--- src/rtl/uart_pkg.sv ---
// Shared definitions for the UART receive path.
// Contents:
//   - Default word size and sample rate.
//   - Line levels for the start and stop bits.
//   - The receiver FSM state encoding. It is kept apart from the transmitter
//     state types so that the two state machines can evolve independently.
package uart_pkg;

  localparam int WORD_SIZE_DEF       = 8;
  localparam int SAMPLES_PER_BIT_DEF = 8;

  localparam logic START_BIT = 1'b0;
  localparam logic STOP_BIT  = 1'b1;

  typedef enum logic [1:0] {
    IDLE      = 2'd0,
    STARTING  = 2'd1,
    RECEIVING = 2'd2
  } rx_state_t;

endpackage

--- src/rtl/uart_rx_bit_timer.sv ---
// Bit timing for the UART receiver.
// This block owns the sample counter and the bit counter. It decodes them
// into single-cycle strobes that tell the FSM when to sample Serial_in.
// Ports:
//   Clock        system clock, rising edge
//   rst_b        asynchronous active-low reset
//   state        current receiver FSM state
//   mid_start    strobe: the middle of the start bit is at this edge
//   sample_data  strobe: the middle of a data bit is at this edge
//   sample_stop  strobe: the middle of the stop bit is at this edge
module uart_rx_bit_timer
  import uart_pkg::*;
#(
  parameter int WORD_SIZE       = WORD_SIZE_DEF,
  parameter int SAMPLES_PER_BIT = SAMPLES_PER_BIT_DEF
) (
  input  logic      Clock,
  input  logic      rst_b,
  input  rx_state_t state,
  output logic      mid_start,
  output logic      sample_data,
  output logic      sample_stop
);

  localparam int SC_W = $clog2(SAMPLES_PER_BIT);
  localparam int BC_W = $clog2(WORD_SIZE + 2);

  // The counter holds the number of edges already spent in the current
  // phase. The strobe therefore fires when the count is one below the
  // target distance.
  localparam logic [SC_W-1:0] HALF_LAST = SC_W'(SAMPLES_PER_BIT / 2 - 1);
  localparam logic [SC_W-1:0] BIT_LAST  = SC_W'(SAMPLES_PER_BIT - 1);
  localparam logic [BC_W-1:0] STOP_IDX  = BC_W'(WORD_SIZE);

  logic [SC_W-1:0] sample_cnt;
  logic [BC_W-1:0] bit_cnt;
  logic            bit_point;

  assign bit_point   = (state == RECEIVING) && (sample_cnt == BIT_LAST);
  assign mid_start   = (state == STARTING) && (sample_cnt == HALF_LAST);
  assign sample_data = bit_point && (bit_cnt != STOP_IDX);
  assign sample_stop = bit_point && (bit_cnt == STOP_IDX);

  always_ff @(posedge Clock or negedge rst_b) begin
    if (!rst_b) begin
      sample_cnt <= '0;
      bit_cnt    <= '0;
    end else begin
      case (state)
        STARTING: begin
          if (mid_start) begin
            sample_cnt <= '0;
            bit_cnt    <= '0;
          end else begin
            sample_cnt <= sample_cnt + 1'b1;
          end
        end
        RECEIVING: begin
          if (bit_point) begin
            sample_cnt <= '0;
            if (sample_data) bit_cnt <= bit_cnt + 1'b1;
          end else begin
            sample_cnt <= sample_cnt + 1'b1;
          end
        end
        default: begin
          sample_cnt <= '0;
          bit_cnt    <= '0;
        end
      endcase
    end
  end

endmodule

--- src/rtl/uart_receiver.sv ---
// Serial-to-parallel UART receiver.
// Frame: idle high, one start bit (0), WORD_SIZE data bits LSB first, and
// one stop bit (1). The line is sampled at the middle of each bit.
// Ports:
//   Clock               system clock, rising edge
//   rst_b               asynchronous active-low reset
//   Serial_in           serial line, idle high, synchronous to Clock
//   read_not_ready_in   host acknowledge, 1-cycle pulse
//   RCV_datareg         last delivered word
//   read_not_ready_out  1 while RCV_datareg holds an unread word
//   Error1              overrun: a frame ended while a word was still unread
//   Error2              framing: the stop bit was sampled low
module uart_receiver
  import uart_pkg::*;
#(
  parameter int WORD_SIZE       = WORD_SIZE_DEF,
  parameter int SAMPLES_PER_BIT = SAMPLES_PER_BIT_DEF
) (
  input  logic                 Clock,
  input  logic                 rst_b,
  input  logic                 Serial_in,
  input  logic                 read_not_ready_in,
  output logic [WORD_SIZE-1:0] RCV_datareg,
  output logic                 read_not_ready_out,
  output logic                 Error1,
  output logic                 Error2
);

  rx_state_t            state;
  logic [WORD_SIZE-1:0] shift_reg;
  logic                 mid_start;
  logic                 sample_data;
  logic                 sample_stop;
  logic                 ack_vld;
  logic                 overrun;

  uart_rx_bit_timer #(
    .WORD_SIZE      (WORD_SIZE),
    .SAMPLES_PER_BIT(SAMPLES_PER_BIT)
  ) u_bit_timer (
    .Clock      (Clock),
    .rst_b      (rst_b),
    .state      (state),
    .mid_start  (mid_start),
    .sample_data(sample_data),
    .sample_stop(sample_stop)
  );

  // An acknowledge only counts while a word is pending. An overrun is a stop
  // sample that arrives while the host has neither read nor acknowledged the
  // pending word.
  assign ack_vld = read_not_ready_in && read_not_ready_out;
  assign overrun = read_not_ready_out && !read_not_ready_in;

  always_ff @(posedge Clock or negedge rst_b) begin
    if (!rst_b) begin
      state              <= IDLE;
      shift_reg          <= '0;
      RCV_datareg        <= '0;
      read_not_ready_out <= 1'b0;
      Error1             <= 1'b0;
      Error2             <= 1'b0;
    end else begin
      // The acknowledge clears the flags first. A stop sample on the same
      // edge then overrides these clears with the new frame's result.
      if (ack_vld) begin
        read_not_ready_out <= 1'b0;
        Error1             <= 1'b0;
        Error2             <= 1'b0;
      end

      case (state)
        IDLE: begin
          if (Serial_in == START_BIT) state <= STARTING;
        end
        STARTING: begin
          // A line that is high again by mid-bit was a glitch, not a start.
          if (mid_start) state <= (Serial_in == START_BIT) ? RECEIVING : IDLE;
        end
        RECEIVING: begin
          if (sample_data) shift_reg <= {Serial_in, shift_reg[WORD_SIZE-1:1]};
          if (sample_stop) begin
            state <= IDLE;
            if (overrun) begin
              Error1 <= 1'b1;
            end else begin
              RCV_datareg        <= shift_reg;
              read_not_ready_out <= 1'b1;
            end
            if (Serial_in != STOP_BIT) Error2 <= 1'b1;
          end
        end
        default: state <= IDLE;
      endcase
    end
  end

endmodule

--- config.mk ---
export PLATFORM = sky130hd
export DESIGN_NAME = uart_receiver
export DESIGN_NICKNAME = d
export VERILOG_FILES = /design/src/rtl/uart_pkg.sv /design/src/rtl/uart_rx_bit_timer.sv /design/src/rtl/uart_receiver.sv
export SDC_FILE = /design/constraint.sdc
export NUM_CORES = 1
export LEC_CHECK = 0
export ABC_CLOCK_PERIOD_IN_PS = 4700
export BUFFER_PORTS_ARGS = -buffer_cell sky130_fd_sc_hd__buf_2
export CAP_MARGIN = 15
export CORE_MARGIN = 4
export CORE_UTILIZATION = 28
export DETAILED_ROUTE_END_ITERATION = 10
export PLACE_DENSITY = 0.51
export SYNTH_ARGS = -nofsm -noshare
export SYNTH_HDL_FRONTEND = slang
export SYNTH_SLANG_ARGS = --single-unit
--- constraint.sdc ---
create_clock -name Clock -period 4.7 [get_ports Clock]
set_clock_uncertainty 0.15 [all_clocks]
set_input_delay 0.47 -clock Clock [delete_from_list [all_inputs] [get_ports Clock]]
set_output_delay 0.47 -clock Clock [all_outputs]
set_load 0.02 [all_outputs]
# Word level (Yosys, flattened, before mapping)

Index checks and enable logic that the tools add are counted.

Register bits: 28
Output and inout bits: 11
Word-level logic and storage cells: 58

Add/subtract/negate cells: 2
Equality and inequality tests: 11
Mux-type cells: 24
Bitwise operators: 1
Reduce and logical (&&, ||, !) cells: 12

Operators with widths:

| operator                                               | number |
|---|---|
| two-way mux 1 bit                                      | 12 |
| two-way mux 4 bit                                      | 3 |
| AND reduction 3 bit                                    | 3 |
| two-way mux 2 bit                                      | 4 |
| inequality test 2 bit (second input constant)          | 4 |
| case mux 4 bit (2 select lines)                        | 1 |
| logical AND 1 bit                                      | 6 |
| two-way mux 3 bit                                      | 2 |
| case mux 2 bit (3 select lines)                        | 1 |
| case mux 3 bit (2 select lines)                        | 1 |
| adder 4 x 1 -> 4 bit (second input constant)           | 1 |
| == test 4 bit (second input constant)                  | 1 |
| inequality test 4 bit (second input constant)          | 1 |
| adder 3 x 1 -> 3 bit (second input constant)           | 1 |
| == test 3 x 2 -> 1 bit (second input constant)         | 1 |
| == test 3 bit (second input constant)                  | 1 |
| == test 2 x 1 -> 1 bit (second input constant)         | 1 |
| == test 2 bit (second input constant)                  | 1 |
| zero test 2 bit                                        | 1 |
| inequality test 2 x 1 -> 1 bit (second input constant) | 1 |
| AND reduction 2 bit                                    | 1 |
| zero test 1 bit                                        | 1 |
| inverter 1 bit                                         | 1 |

# Longest topological paths before layout

Gate-level depths: netlist of run 1.

Word-level depth: 6
Mapped depth: 8
Mapped depth without buffers: 6

# By module

A second synthesis of run 1 with hierarchy kept.

Cells, all modules: 99
Area, all modules: 1275.0 sq um

Modules (own cells, without submodules):

| module            | times used | cells an instance | area each (sq um) | sequential area each (sq um) |
|---|---|---|---|---|
| uart_receiver     | 1          | 53                | 825.8             | 525.5 |
| uart_rx_bit_timer | 1          | 46                | 449.2             | 175.2 |

# Worst setup path before layout of run 1

No wires, ideal clock.

Kind: flip-flop to flip-flop
From: register u_bit_timer.sample_cnt[0]
To: register RCV_datareg[0]
Arrival time: 1.495 ns
Required time: 4.425 ns
Path slack: 2.930 ns
Cell stages (with the launch flop): 8
Period minus slack after synthesis: 1.770 ns
Path through: dfrtp_1 ha_1 ha_1 nand2_2 nor2_4 o21a_4 buf_12 mux2_4

Cells in the longest elaborated chain, start to end: 4

Ends and longest elaborated chain:

| item                          | line                    | text |
|---|---|---|
| from (decl)                   | uart_rx_bit_timer.sv:35 | `logic [SC_W-1:0] sample_cnt;` |
| from (signal assigned)        | uart_rx_bit_timer.sv:55 | `sample_cnt <= sample_cnt + 1'b1;` |
| from (signal assigned)        | uart_rx_bit_timer.sv:63 | `sample_cnt <= sample_cnt + 1'b1;` |
| == test 3 bit                 | uart_rx_bit_timer.sv:39 | `assign bit_point = (state == RECEIVING) && (sample_cnt == BIT_LAST);` |
| logical AND 1 bit             | uart_rx_bit_timer.sv:39 |  |
| logical AND 1 bit             | uart_rx_bit_timer.sv:42 | `assign sample_stop = bit_point && (bit_cnt == STOP_IDX);` |
| AND reduction 3 bit (no line) | -                       |  |
| to (signal assigned)          | uart_receiver.sv:87     | `RCV_datareg <= shift_reg;` |
| to (decl)                     | uart_receiver.sv:23     | `output logic [WORD_SIZE-1:0] RCV_datareg,` |

No other way between the ends.
A chain may end at the register's enable or synchronous reset.

# Final worst setup path of run 1

From: register state[0]
To: register RCV_datareg[4]

Cells in the longest elaborated chain, start to end: 4

Ends and longest elaborated chain:

| item                              | line                                         | text |
|---|---|---|
| from (decl)                       | uart_receiver.sv:29                          | `rx_state_t state;` |
| from (signal assigned)            | uart_receiver.sv:78                          | `if (mid_start) state <= (Serial_in == START_BIT) ? RECEIVING : IDLE;` |
| == test 2 bit (*)                 | uart_rx_bit_timer.sv:39, uart_receiver.sv:72 |  |
| logical AND 1 bit                 | uart_rx_bit_timer.sv:39                      |  |
| logical AND 1 bit                 | uart_rx_bit_timer.sv:42                      |  |
| AND reduction 3 bit (no line) (*) | -                                            |  |

Every way passes the cells marked *; elsewhere a longest branch is shown, timed or not.

==> impl_summary.md, run 1 <==
Clocking
The clock passes through at most 2 buffers. Clock latency on the worst-skew pair, taken at its later pin, is 0.27 ns. Clock-pin slew was measured on the worst setup and hold paths at 0.10 ns. The clock tree from TritonCTS is built. The root buffer cell chosen for the clock tree is sky130_fd_sc_hd__clkbuf_8.

In this run the post-CTS setup repair buffer count came out at 0. In this run, post-CTS repair resized a total of 0 instances. In this run, post-CTS hold repair placed 0 buffers. The number of H-tree branching levels is 1. The number of clock buffers added by TritonCTS is 3.

The tree built by TritonCTS fans out to 28 sinks.

Placement
Routability-driven placement finished with a final weighted congestion of 0.758. The count of placed standard cells including taps is 197. The detailed placer's ending HPWL is 1780 um. The count of buffers added on input and output ports is 14.

Critical path
Walking the worst path, the cells encountered are inv_1 > ha_1 > nand2_2 > nor2_4 > o21a_4 > mux2_4. The worst path arrival time is 2.12 ns. In this run the worst path has a maximum fanout of 10. The endpoint required time on the critical path is 4.71 ns.

The sort of element at the start of the critical path is a register. The nature of the critical path endpoint is a register. The startpoint identified for the worst register-to-register timing path is state[0]$_DFFE_PN0P_. The critical path is of the register to register type. The most critical setup path has its startpoint at state[0]$_DFFE_PN0P_. The slowest library cell on the worst path is sky130_fd_sc_hd__ha_1.

The highest cell delay on the worst timing path is 0.44 ns.

Global routing
The number of global-route vias before repair came to 917. The sum of overflow across all layers after global routing is 0. The largest net degree at the start of global routing is 29.

The initial antenna violation count was 0. The global-route wire length before repair is 4150 um. The total global routing track utilization is 8.58%.

STA
Setup violations remaining at the end of the flow were counted as 0. The final critical delay including setup and external delays is 2.11 ns. The number of pins exceeding their max-slew limit in the final report is 0. The worst pin sits at a relative slew slack of 58.7%. The measured slew at the worst slew-check pin is 0.619 ns.

Setup repair after global routing left no endpoint under its margin. In the final timing run, aggregate negative setup slack is 0 ns. Based on the critical path, the design can be clocked at up to 0.475 GHz. The number of endpoints with negative hold slack in the final report is 0. The ratio of final minimum period to clock period is 44.8%.

Drt
The per-cell routed wire length is 11.7 um. In the routed layout, each cell is associated on average with a via count of 4.34. The iteration count of the initial detailed-routing pass is 4. The detail route stage leaves a number of antenna-violating nets equal to 0. The residual DRC count is 0.

The first routing iteration left 22 violations. The routed design has 2350 um of wire. The total via count after detailed routing is 872.

Cells and area
The synthesis-to-layout area growth is 13.7%. The final layout net count is 148. Fill cells in the final layout number 506. The number of standard cells in the layout, taps in and fillers out is 201.

The library cell used most frequently in the layout, excluding fill and tap cells, is sky130_fd_sc_hd__nand2_1. The diode insertion count for antenna repair is 0. Measured on the finished design, the core utilization comes to 32.9%.

The library cells used most frequently in the layout, excluding fill and tap cells, are sky130_fd_sc_hd__nand2_1 (29), sky130_fd_sc_hd__dfrtp_1 (28), sky130_fd_sc_hd__buf_2 (14), sky130_fd_sc_hd__ha_1 (9), sky130_fd_sc_hd__mux2_4 (8). The fraction of layout cells with a size suffix above 1 is 26.1%.

Logic synthesis
The Yosys step of the flow raised 0 warnings. The synthesized netlist occupies a cell area of 1380 um2. The number of storage elements in the synthesis netlist is 28. The synthesized area per cell is 11.6 um2. The count of different cell masters after synthesis is 29. The share of the Yosys chip area taken by registers is 51.0%. The net count after synthesis is 132. The gate count of the mapped netlist is 119.

Pwr
The power density over the cells is 343 nW/um2. The leakage power summed over all cells is 0.801 nW. Across the VDD grid, the largest voltage drop is 247 uV.

Floorplan
From bottom edge to top edge, the die measures 78.1 um. The die covers 6100 um2. In this run the standard cell core region covers 4750 um2. The initial cell density of the core is 28.9%. During I/O placement, the number of pins put on the boundary was 15. The number of placement rows is 25. From left edge to right edge, the die measures 78.1 um.

Status
The flow ran to the end, and the final reports show no timing, DRC or antenna violations.

Min path
The worst min-delay path class is input port to async pin.

Job
The total of max-cap violations is 0.
-- cell usage after synthesis, drive strengths merged --
master,instances,area share [%]
nor2,5,2.5
nand2b,2,1.6
nand2,31,9.2
nor3,2,0.73
mux2i,1,0.73
nand4,2,0.91
and3b,1,0.64
a221oi,1,1.1
mux2,9,9.6
buf,3,2.6
a21oi,3,1.1
and3,2,0.91
a21o,3,1.6
nand3,2,0.73
dfrtp,28,51
o21a,1,1.1
inv,7,1.9
o21ai,5,1.8
o41ai,1,0.64
ha,9,8.2
nand3b,1,1.5
-- per-stage QoR --
| step | power [mW] | setup WS, ns | area (um2) | hold slack, ns |
|---|---|---|---|---|
| 2_1_floorplan | 0.330 | 2.93 | 1380 | 0.0244 |
| 3_3_place_gp | 0.350 | 2.70 | 1490 | 0.271 |
| 3_5_place_dp | 0.355 | 2.59 | 1490 | 0.285 |
| 4_1_cts | 0.546 | 2.58 | 1560 | 0.0700 |
| 5_1_grt | 0.570 | 2.47 | 1560 | 0.0990 |
| 6_report | 0.537 | 2.59 | 1560 | 0.0495 |
-- critical path, delay by kind of cell (launching register included) --
kind                     cells  cell delay, ns
AO/OA/AOI/OAI                1            0.25
adder cells (fa/ha/maj)      1            0.44
buffers and inverters        1            0.12
flip-flops                   1            0.41
multiplexers                 1            0.32
AND/OR/NAND/NOR              2            0.31
-- path summary, 6_finish.rpt --
| check | endpoint | slack [ns] | cells after the start |
|---|---|---|---|
| setup / recovery | RCV_datareg[4]$_DFFE_PN0P_ | 2.59 | 6 |
| hold / removal | shift_reg[1]$_DFFE_PN0P_ | 0.05 | 1 |
| setup reg to reg | RCV_datareg[4]$_DFFE_PN0P_ | 2.59 | 6 |
| hold reg to reg | u_bit_timer.sample_cnt[0]$_DFF_PN0_ | 0.29 | 1 |
| max in group asynchronous | u_bit_timer.bit_cnt[2]$_DFFE_PN0P_ | 3.95 | 1 |
| min in group Clock | Error1$_DFF_PN0_ | 0.26 | 2 |
-- routing by layer --
metal / wire, um / up-vias / global-route usage (%)
met3: 106 / 2 / 3.33
met4: 21 / 0 / 2.27
li1: - / 425 / -
met5: 0 / - / 0
met1: 1040 / 430 / 10.6
met2: 1180 / 15 / 14.0
-- final cells by class --
type	instances	area, um2	area share (%)
clock buffer	3	41.3	2.64
multi-input combinational	81	612	39.1
sequential	28	701	44.8
inverter	7	26.3	1.68
timing repair buffer	14	70.1	4.48
tap	67	83.8	5.36
clock inverter	1	30.0	1.92
-- power breakdown --
group          internal (mW)  leakage [nW]  switching [mW]
clock                  0.114        0.0357          0.0753
sequential             0.253         0.381         0.00667
combinational         0.0334         0.384          0.0548
-- cells by family (layout without fill, tap and decap cells) --
logic type	Yosys count	in the layout	synth area share, %
flip-flops	28	28	51.0
AND/OR/NAND/NOR	48	48	18.7
multiplexers	10	10	10.3
adder cells (fa/ha/maj)	9	9	8.19
buffers and inverters	10	25	4.55
AO/OA/AOI/OAI	14	14	7.37
(Power assumes the default switching activity.)
==> run 2, diff against run 1 <==
--- a/config.mk
+++ b/config.mk
@@ -5,7 +5,7 @@
 export SDC_FILE = /design/constraint.sdc
 export NUM_CORES = 1
 export LEC_CHECK = 0
-export ABC_CLOCK_PERIOD_IN_PS = 4700
+export ABC_CLOCK_PERIOD_IN_PS = 2200
 export BUFFER_PORTS_ARGS = -buffer_cell sky130_fd_sc_hd__buf_2
 export CAP_MARGIN = 15
 export CORE_MARGIN = 4
==> constraint.sdc (replaced) <==
create_clock -name Clock -period 2.2 [get_ports Clock]
set_clock_uncertainty 0.15 [all_clocks]
set_input_delay 0.22 -clock Clock [delete_from_list [all_inputs] [get_ports Clock]]
set_output_delay 0.22 -clock Clock [all_outputs]
set_load 0.02 [all_outputs]
==> run 2 against run 1 <==
Final cell count rose by 1.5%. Clock-buffer cell count unchanged. Die area unchanged. Design area increased by 1.6%. First-iteration DRC count grew to 3.5 times the previous value. Maximum frequency rose by 10%. Flip-flop and latch count unchanged. Worst hold slack got worse by 0.019 ns. Power increased by 110%. Worst setup slack worse by 2.3 ns. Core utilization increased by 0.53 points. Clock power increased by 110%.
==> impl_summary.md, run 2 (same netlist as run 1, synthesis figures left out) <==
Status
The flow ran to the end, and the final reports show no timing, DRC or antenna violations.

STA
The number of endpoints with negative hold slack in the final report is 0. The measured slew at the worst slew-check pin is 0.614 ns. Setup violations remaining at the end of the flow were counted as 0. The number of pins exceeding their max-slew limit in the final report came to 0. Setup repair after global routing left no endpoint under its margin. The maximum achievable frequency is 0.522 GHz. The sum of negative setup slack is 0 ns. The ratio of final minimum period to clock period is 87.0%. The routed design could run at a clock period as short as 1.92 ns. The final critical-path setup slack is 0.285 ns.

The tightest hold margin is 0.0302 ns. The worst-case headroom to the max-slew limit is 59.1%.

Clocking
Counting along the longest clock path gives a buffer depth of 2. Clock tree synthesis found a total of 28 sinks. The number of H-tree branching levels is 1. TritonCTS built the clock tree. The number of setup buffers added after CTS is 0. The post-CTS clock slew at the launch and capture registers of the worst setup and hold paths is 0.09 ns. Clock tree synthesis inserted a total of 3 buffers. The tree is rooted in a sky130_fd_sc_hd__clkbuf_8. Buffers inserted to repair hold after CTS numbered 1. Once the clock tree was built, the resizer swapped 0 gates to a different size. The insertion delay to the later sink of the worst-skew pair is 0.27 ns.

Critical path
Of all nets on the critical path, the largest fanout is 9. The worst setup path is of the register to register kind. The slowest stage of the critical path belongs to the cell sky130_fd_sc_hd__dfrtp_1.

The worst setup path is captured at a register. The worst path arrival time is 1.92 ns. The worst setup path is launched from a register. The cell that appears most often on the critical path is sky130_fd_sc_hd__ha_1.

The highest cell delay on the worst timing path is 0.36 ns. Walking the worst path, the cells encountered are ha_1 > ha_1 > nand2b_4 > nand2_4 > a221oi_2 > mux2_1. STA puts the critical path data required time at 2.21 ns.

Pwr
The total design power is 1.15 mW. The leakage power summed over all cells is 0.814 nW. Across the VDD grid, the largest voltage drop is 543 uV.

Dividing total power by cell area gives a power density of 722 nW/um2.

Placement
The detailed placer's ending HPWL is 1780 um. The weighted congestion at the end of routability-driven global placement is 0.745. The count of buffers added on input and output ports is 14. The worst slack at placement is 0.281 ns.

Cells and area
The sequential cell area in the final layout is 701 um2. The library cell used most frequently in the layout, excluding fill and tap cells, is sky130_fd_sc_hd__nand2_1. Once layout is complete, the utilization of the core stands at 33.4%. The synthesis-to-layout area growth is 15.6%. The top cell types in the final layout, fill and taps aside, are sky130_fd_sc_hd__nand2_1 (29), sky130_fd_sc_hd__dfrtp_1 (28), sky130_fd_sc_hd__buf_2 (14), sky130_fd_sc_hd__ha_1 (9), sky130_fd_sc_hd__mux2_4 (8). 0 antenna diodes ended up in the layout.

The area used by multi-input combinational logic is 612 um2. The fraction of layout cells with a size suffix above 1 is 27.0%. The number of fill cells is 490. The final layout net count is 151.

Floorplan
The y dimension of the die is 78.1 um. The initial cell density of the core is 28.9%. The overall die width is 78.1 um.

In this run the standard cell core region covers 4750 um2. The die covers 6100 um2. The initialized floorplan defines 25 standard-cell rows.

During I/O placement, the number of pins put on the boundary was 15.

Drt
Dividing the detail-routed wire length by the instance count gives 11.6 um. In the routed layout, each cell is associated on average with a via count of 4.34. The sum of routed wire length over all layers is 2370 um.

The remaining antenna violation count is 0. The total via count after detailed routing is 886. The first TritonRoute pass finished after 4 iterations.

The starting DRC count in detailed routing is 78. For this run, design rule violations remaining after detail routing come to 0.

Min path
The worst min-delay path class is input port to register.

Global routing
The global-route wire length before repair is 4220 um. After global routing the overflow that remains totals 0. For this run, the total global-route usage over all layers was measured as 8.60%. The number of global-route vias before repair came to 919. Entering global routing, the biggest net connects 29 pins. The initial antenna violation count is 0.

Job
Across the run, the number of max-cap violations was 0.
-- run 2: critical path: cells and delay by family (launching register included) --
| family | cells | cell delay (ns) |
|---|---|---|
| fa+ha+maj | 2 | 0.45 |
| flops | 1 | 0.36 |
| mux | 1 | 0.35 |
| simple gates | 2 | 0.27 |
| compound gates | 1 | 0.22 |
-- run 2: final timing paths --
| kind | from | end | slack (ns) | cells after the start |
|---|---|---|---|---|
| min | read_not_ready_in | Error1$_DFF_PN0_ | 0.03 | 2 |
| max | u_bit_timer.sample_cnt[0]$_DFF_PN0_ | state[0]$_DFFE_PN0P_ | 0.28 | 6 |
| max reg2reg | u_bit_timer.sample_cnt[0]$_DFF_PN0_ | state[0]$_DFFE_PN0P_ | 0.28 | 6 |
| max in group asynchronous | rst_b | state[1]$_DFFE_PN0P_ | 1.16 | 2 |
| min reg2reg | u_bit_timer.sample_cnt[0]$_DFF_PN0_ | u_bit_timer.sample_cnt[0]$_DFF_PN0_ | 0.28 | 1 |
| min in group asynchronous | rst_b | RCV_datareg[5]$_DFFE_PN0P_ | 0.34 | 2 |
-- run 2: per-stage QoR --
stage                     cell area, um2  std cells
after floorplan                     1380        119
after global placement              1510        199
after detailed placement            1510        199
after CTS                           1590        204
after global routing                1590        204
final                               1590        204
-- run 2: power by group --
group | internal, mW | switching (mW) | leakage (nW)
clock network | 0.244 | 0.157 | 0.0357
logic | 0.0736 | 0.120 | 0.398
registers | 0.540 | 0.0135 | 0.381
-- run 2: final cells by class --
| class | count | area share, % |
|---|---|---|
| clock inverters | 1 | 1.89 |
| repair buffers | 17 | 5.98 |
| well taps | 67 | 5.28 |
| multi-input cells | 81 | 38.5 |
| flip-flops and latches | 28 | 44.1 |
| clock buffers | 3 | 2.60 |
| inverters | 7 | 1.65 |
-- run 2: layer usage --
metal | GRT usage [%] | vias up | routed length [um]
li1 | - | 431 | -
met1 | 10.7 | 441 | 1090
met2 | 14.1 | 12 | 1170
met3 | 2.52 | 2 | 87
met4 | 3.15 | 0 | 23
met5 | 0 | - | 0
==> run 3, diff against run 2 <==
--- a/config.mk
+++ b/config.mk
@@ -11,7 +11,10 @@
 export CORE_MARGIN = 4
 export CORE_UTILIZATION = 28
 export DETAILED_ROUTE_END_ITERATION = 10
+export GPL_TIMING_DRIVEN = 0
 export PLACE_DENSITY = 0.51
+export SLEW_MARGIN = 10
 export SYNTH_ARGS = -nofsm -noshare
 export SYNTH_HDL_FRONTEND = slang
+export SYNTH_HIERARCHICAL = 1
 export SYNTH_SLANG_ARGS = --single-unit
==> run 3 against run 2 <==
Sequential power up 6.9%. Synthesized cell count down 17%. Clock power about the same. Global-route usage down 0.060 points. Worst setup slack worse by 0.17 ns. Sequential share of layout area up 1.5 points. Worst hold slack better by 0.0050 ns. Highest routed layer unchanged. Register-to-register slack worse by 0.17 ns. Critical path type unchanged. First-iteration DRC count down 74%.
==> impl_summary.md, run 3 <==
Critical path
The path type of the worst setup path is register to register. For the worst setup path, the data required time is 2.21 ns. The nature of the critical path endpoint is a register. The worst register-to-register path begins at state[0]$_DFFE_PN0P_. The slowest library cell on the worst path is sky130_fd_sc_hd__dfrtp_2. The depth of the worst register-to-register path is 8. Traced cell by cell, the critical path runs through inv_1 > ha_2 > nand2_1 > nor2b_4 > nand3b_4 > a21oi_4 > buf_12 > mux2_2. Setup slack on the worst reg-to-reg path comes out at 0.11 ns. STA classifies the critical path startpoint as a register.

In this run the critical register-to-register path is captured at RCV_datareg[2]$_DFFE_PN0P_. Data arrives at the worst endpoint at 2.10 ns. The origin of the worst setup path is state[0]$_DFFE_PN0P_. The highest cell delay on the worst timing path is 0.46 ns. The largest fanout of any net on the critical path is 8.

Global routing
The sum of overflow across all layers after global routing is 0. The global-route wire length before repair is 3660 um. The number of global-route vias before repair is 826. The largest net degree at the start of global routing is 29. Global routing consumed, over all layers together, 8.54% of the routing resources.

The initial antenna violation count was 0.

Status
The flow ran to the end, and the final reports show no timing, DRC or antenna violations.

Clocking
The cell at the root of the clock tree is sky130_fd_sc_hd__clkbuf_8. The clock tree from TritonCTS is built. The number of clock buffers added by TritonCTS is 3.

The clock sink count is 28. The insertion delay to the later sink of the worst-skew pair is 0.27 ns. The maximum buffer depth of the clock tree is 2.

The number of H-tree branching levels is 1. Clock-pin slew was measured on the worst setup and hold paths at 0.10 ns.

Logic synthesis
The xor/xnor cell area share of the yosys netlist is 0%. Synthesis instantiated 26 different standard cells from the library. The most used standard cell by instance count after synthesis is sky130_fd_sc_hd__dfrtp_1. By area, the combinational part of the netlist is dominated by multiplexers. Sorting the synthesized cells by area gives the leading types as sky130_fd_sc_hd__dfrtp_1 (55%), sky130_fd_sc_hd__mux2_2 (15%), sky130_fd_sc_hd__ha_1 (6.9%), sky130_fd_sc_hd__inv_1 (2.6%), sky130_fd_sc_hd__nor2b_1 (2.0%). The most used flip-flop cell after synthesis is sky130_fd_sc_hd__dfrtp_1. The gate count of the mapped netlist is 99. The synthesized-area fraction occupied by ao, oa, aoi and oai cells is 7.36%. The number of synthesized flops with an enable pin is 0.

The biggest area consumer among synthesized cells is sky130_fd_sc_hd__dfrtp_1. The adder-cell share of the synthesized area is 6.87%. The sequential cell area fraction in the yosys report is 55.0%. After synthesis, the share of cell area in mux cells is 15.0%. Counting flops with an async set or reset pin after synthesis yields a share of 100%. The number of storage elements in the synthesis netlist is 28.

The synthesized area per cell is 12.9 um2. Summed over its instances, the top area cell type makes up 55.0% of the synthesized netlist area. The net count after synthesis is 110. The netlist area before placement is 1270 um2.

After Yosys synthesis, and, or, nand and nor cells account for 13.2% of the synthesized area. Yosys printed 6 warnings. Counting instances in the post-synthesis netlist gives the leading cell types as sky130_fd_sc_hd__dfrtp_1 (28), sky130_fd_sc_hd__mux2_2 (17), sky130_fd_sc_hd__inv_1 (9).

Drt
Using the TritonRoute via totals, the vias-per-cell ratio works out to 4.60. In the routed design, unresolved DRC markers number 0. Before antenna repair, the detailed router went through 4 iterations.

The first routing iteration left 20 violations. The sum of routed wire length over all layers is 2210 um. The total via count after detailed routing is 796. After detailed routing, the average wire length per cell comes to 12.8 um.

The remaining antenna violation count is 0.

STA
The final critical-path setup slack is 0.112 ns. The sum of negative setup slack is 0 ns. The number of pins exceeding their max-slew limit in the final report is 0. Setup repair after global routing left no endpoint under its margin. The maximum achievable frequency is 0.479 GHz. The tightest hold margin is 0.0351 ns.

The number of endpoints with negative hold slack in the final report was 0. The worst-case headroom to the max-slew limit is 58.0%. The measured slew at the worst slew-check pin is 0.630 ns. Setup violations remaining at the end of the flow were counted as 0. Dividing the final minimum period by the clock period gives 94.9%. After layout, the minimum clock period comes to 2.09 ns.

Placement
The weighted congestion at the end of routability-driven global placement is 0.690. The count of placed standard cells including taps is 165. In this run the cell area measured after placement is 1410 um2. OpenSTA, run right after detailed placement, puts the worst setup slack at -0.121 ns. The detailed placer's ending HPWL is 1630 um. The count of buffers from port buffering is 14.

Floorplan
The initial cell density of the core is 29.1%. The die covers 5700 um2. The core region is 4380 um2. In this run the vertical extent of the chip is 75.5 um. 15 I/O pins were placed. Measured along the x axis, the die boundary spans 75.5 um. The number of placement rows is 24.

Pwr
The internal power is 906 uW. The design draws 1.22 mW. For this design the total switching power over the nets is 318 uW.

The clock network fraction of total power is 32.7%. Net switching is 26.0% of the power. The power density over the cells is 794 nW/um2. The analysis attributes to cell leakage a power of 0.783 nW. Of the total power, registers draw 48.3%. The power share of the combinational group is 19.0%. The maximum ir drop on the vdd rail is 365 uV.

Cells and area
After the last flow step, the layout net total stands at 133. In the layout the commonest cells are sky130_fd_sc_hd__dfrtp_1 (26), sky130_fd_sc_hd__mux2_2 (17), sky130_fd_sc_hd__buf_2 (14), sky130_fd_sc_hd__inv_1 (9), sky130_fd_sc_hd__ha_1 (6). The fraction of layout cells with a size suffix above 1 is 38.8%. The final standard cell area without fillers is 1540 um2.

Once layout is complete, the utilization of the core stands at 35.2%. 0 antenna diodes ended up in the layout. Leaving out fill and tap cells, the most frequent cell in the layout is sky130_fd_sc_hd__dfrtp_1.

The area used by multi-input combinational logic is 551 um2. The sequential cell area in the final layout is 703 um2. Fill cells in the final layout number 449. The count of cells in the finished layout, fillers not included, comes to 173. From synthesis to final layout, the design area changed by 20.9%.

Job
The tool flagged a number of max-cap violations equal to 0.

Min path
The number of cells on the worst hold path is 2. The tightest min-delay check is of the input port to register type. In this run the most critical hold path is launched from Serial_in. The worst hold path terminates at Error2$_DFF_PN0_.
-- run 3: power groups by stage --
stage | registers, mW | clock network (mW) | logic (mW)
finish | 0.591 | 0.400 | 0.233
global route | 0.599 | 0.441 | 0.272
CTS | 0.588 | 0.414 | 0.241
detailed placement | 0.598 | 0 | 0.234
global placement | 0.595 | 0 | 0.220
floorplan | 0.594 | 0 | 0.170
-- run 3: kinds of logic after synthesis --
kind of cell	Yosys count
fa+ha+maj	7
mux	17
buf+inv	9
simple gates	26
compound gates	12
flops	28
-- run 3: final cells by class --
type | instances | share of cell area (%)
Clock buffer | 3 | 2.68
Clock inverter | 1 | 1.95
Inverter | 9 | 2.19
Multi-Input combinational cell | 62 | 35.7
Sequential cell | 28 | 45.6
Tap cell | 52 | 4.22
Timing Repair Buffer | 18 | 7.63
-- run 3: worst max path at each step --
stage               cells past startpoint  slack, ns                          to
floorplan                               7       0.16  RCV_datareg[0]$_DFFE_PN0P_
global placement                        7      -0.09  RCV_datareg[6]$_DFFE_PN0P_
detailed placement                      6      -0.12  RCV_datareg[2]$_DFFE_PN0P_
CTS                                     7       0.07  RCV_datareg[2]$_DFFE_PN0P_
global route                            8      0.006  RCV_datareg[2]$_DFFE_PN0P_
finish                                  8       0.11  RCV_datareg[2]$_DFFE_PN0P_
-- run 3: repair_timing --
action,4_1_cts,5_1_grt
endpoints found under the setup margin,8,8
endpoints found under the hold margin,29,0
buffers inserted,2,0
resized for setup,2,3
hold buffers,2,0
-- run 3: layer usage --
layer	routed length (um)	track usage (%)	vias to the layer above
met2	1110	14.0	10
met1	1010	10.8	396
met5	0	0	-
met4	41	4.66	0
li1	-	-	388
met3	53	1.32	2
-- run 3: worst max-delay path, delay by kind of cell (launching register included) --
kind | cells | cell delay (ns)
adders and majority gates | 1 | 0.25
and+or+nand+nor | 3 | 0.42
muxes | 1 | 0.32
DFF | 1 | 0.46
buffers and inverters | 2 | 0.21
AOI/OAI and AO/OA | 1 | 0.16
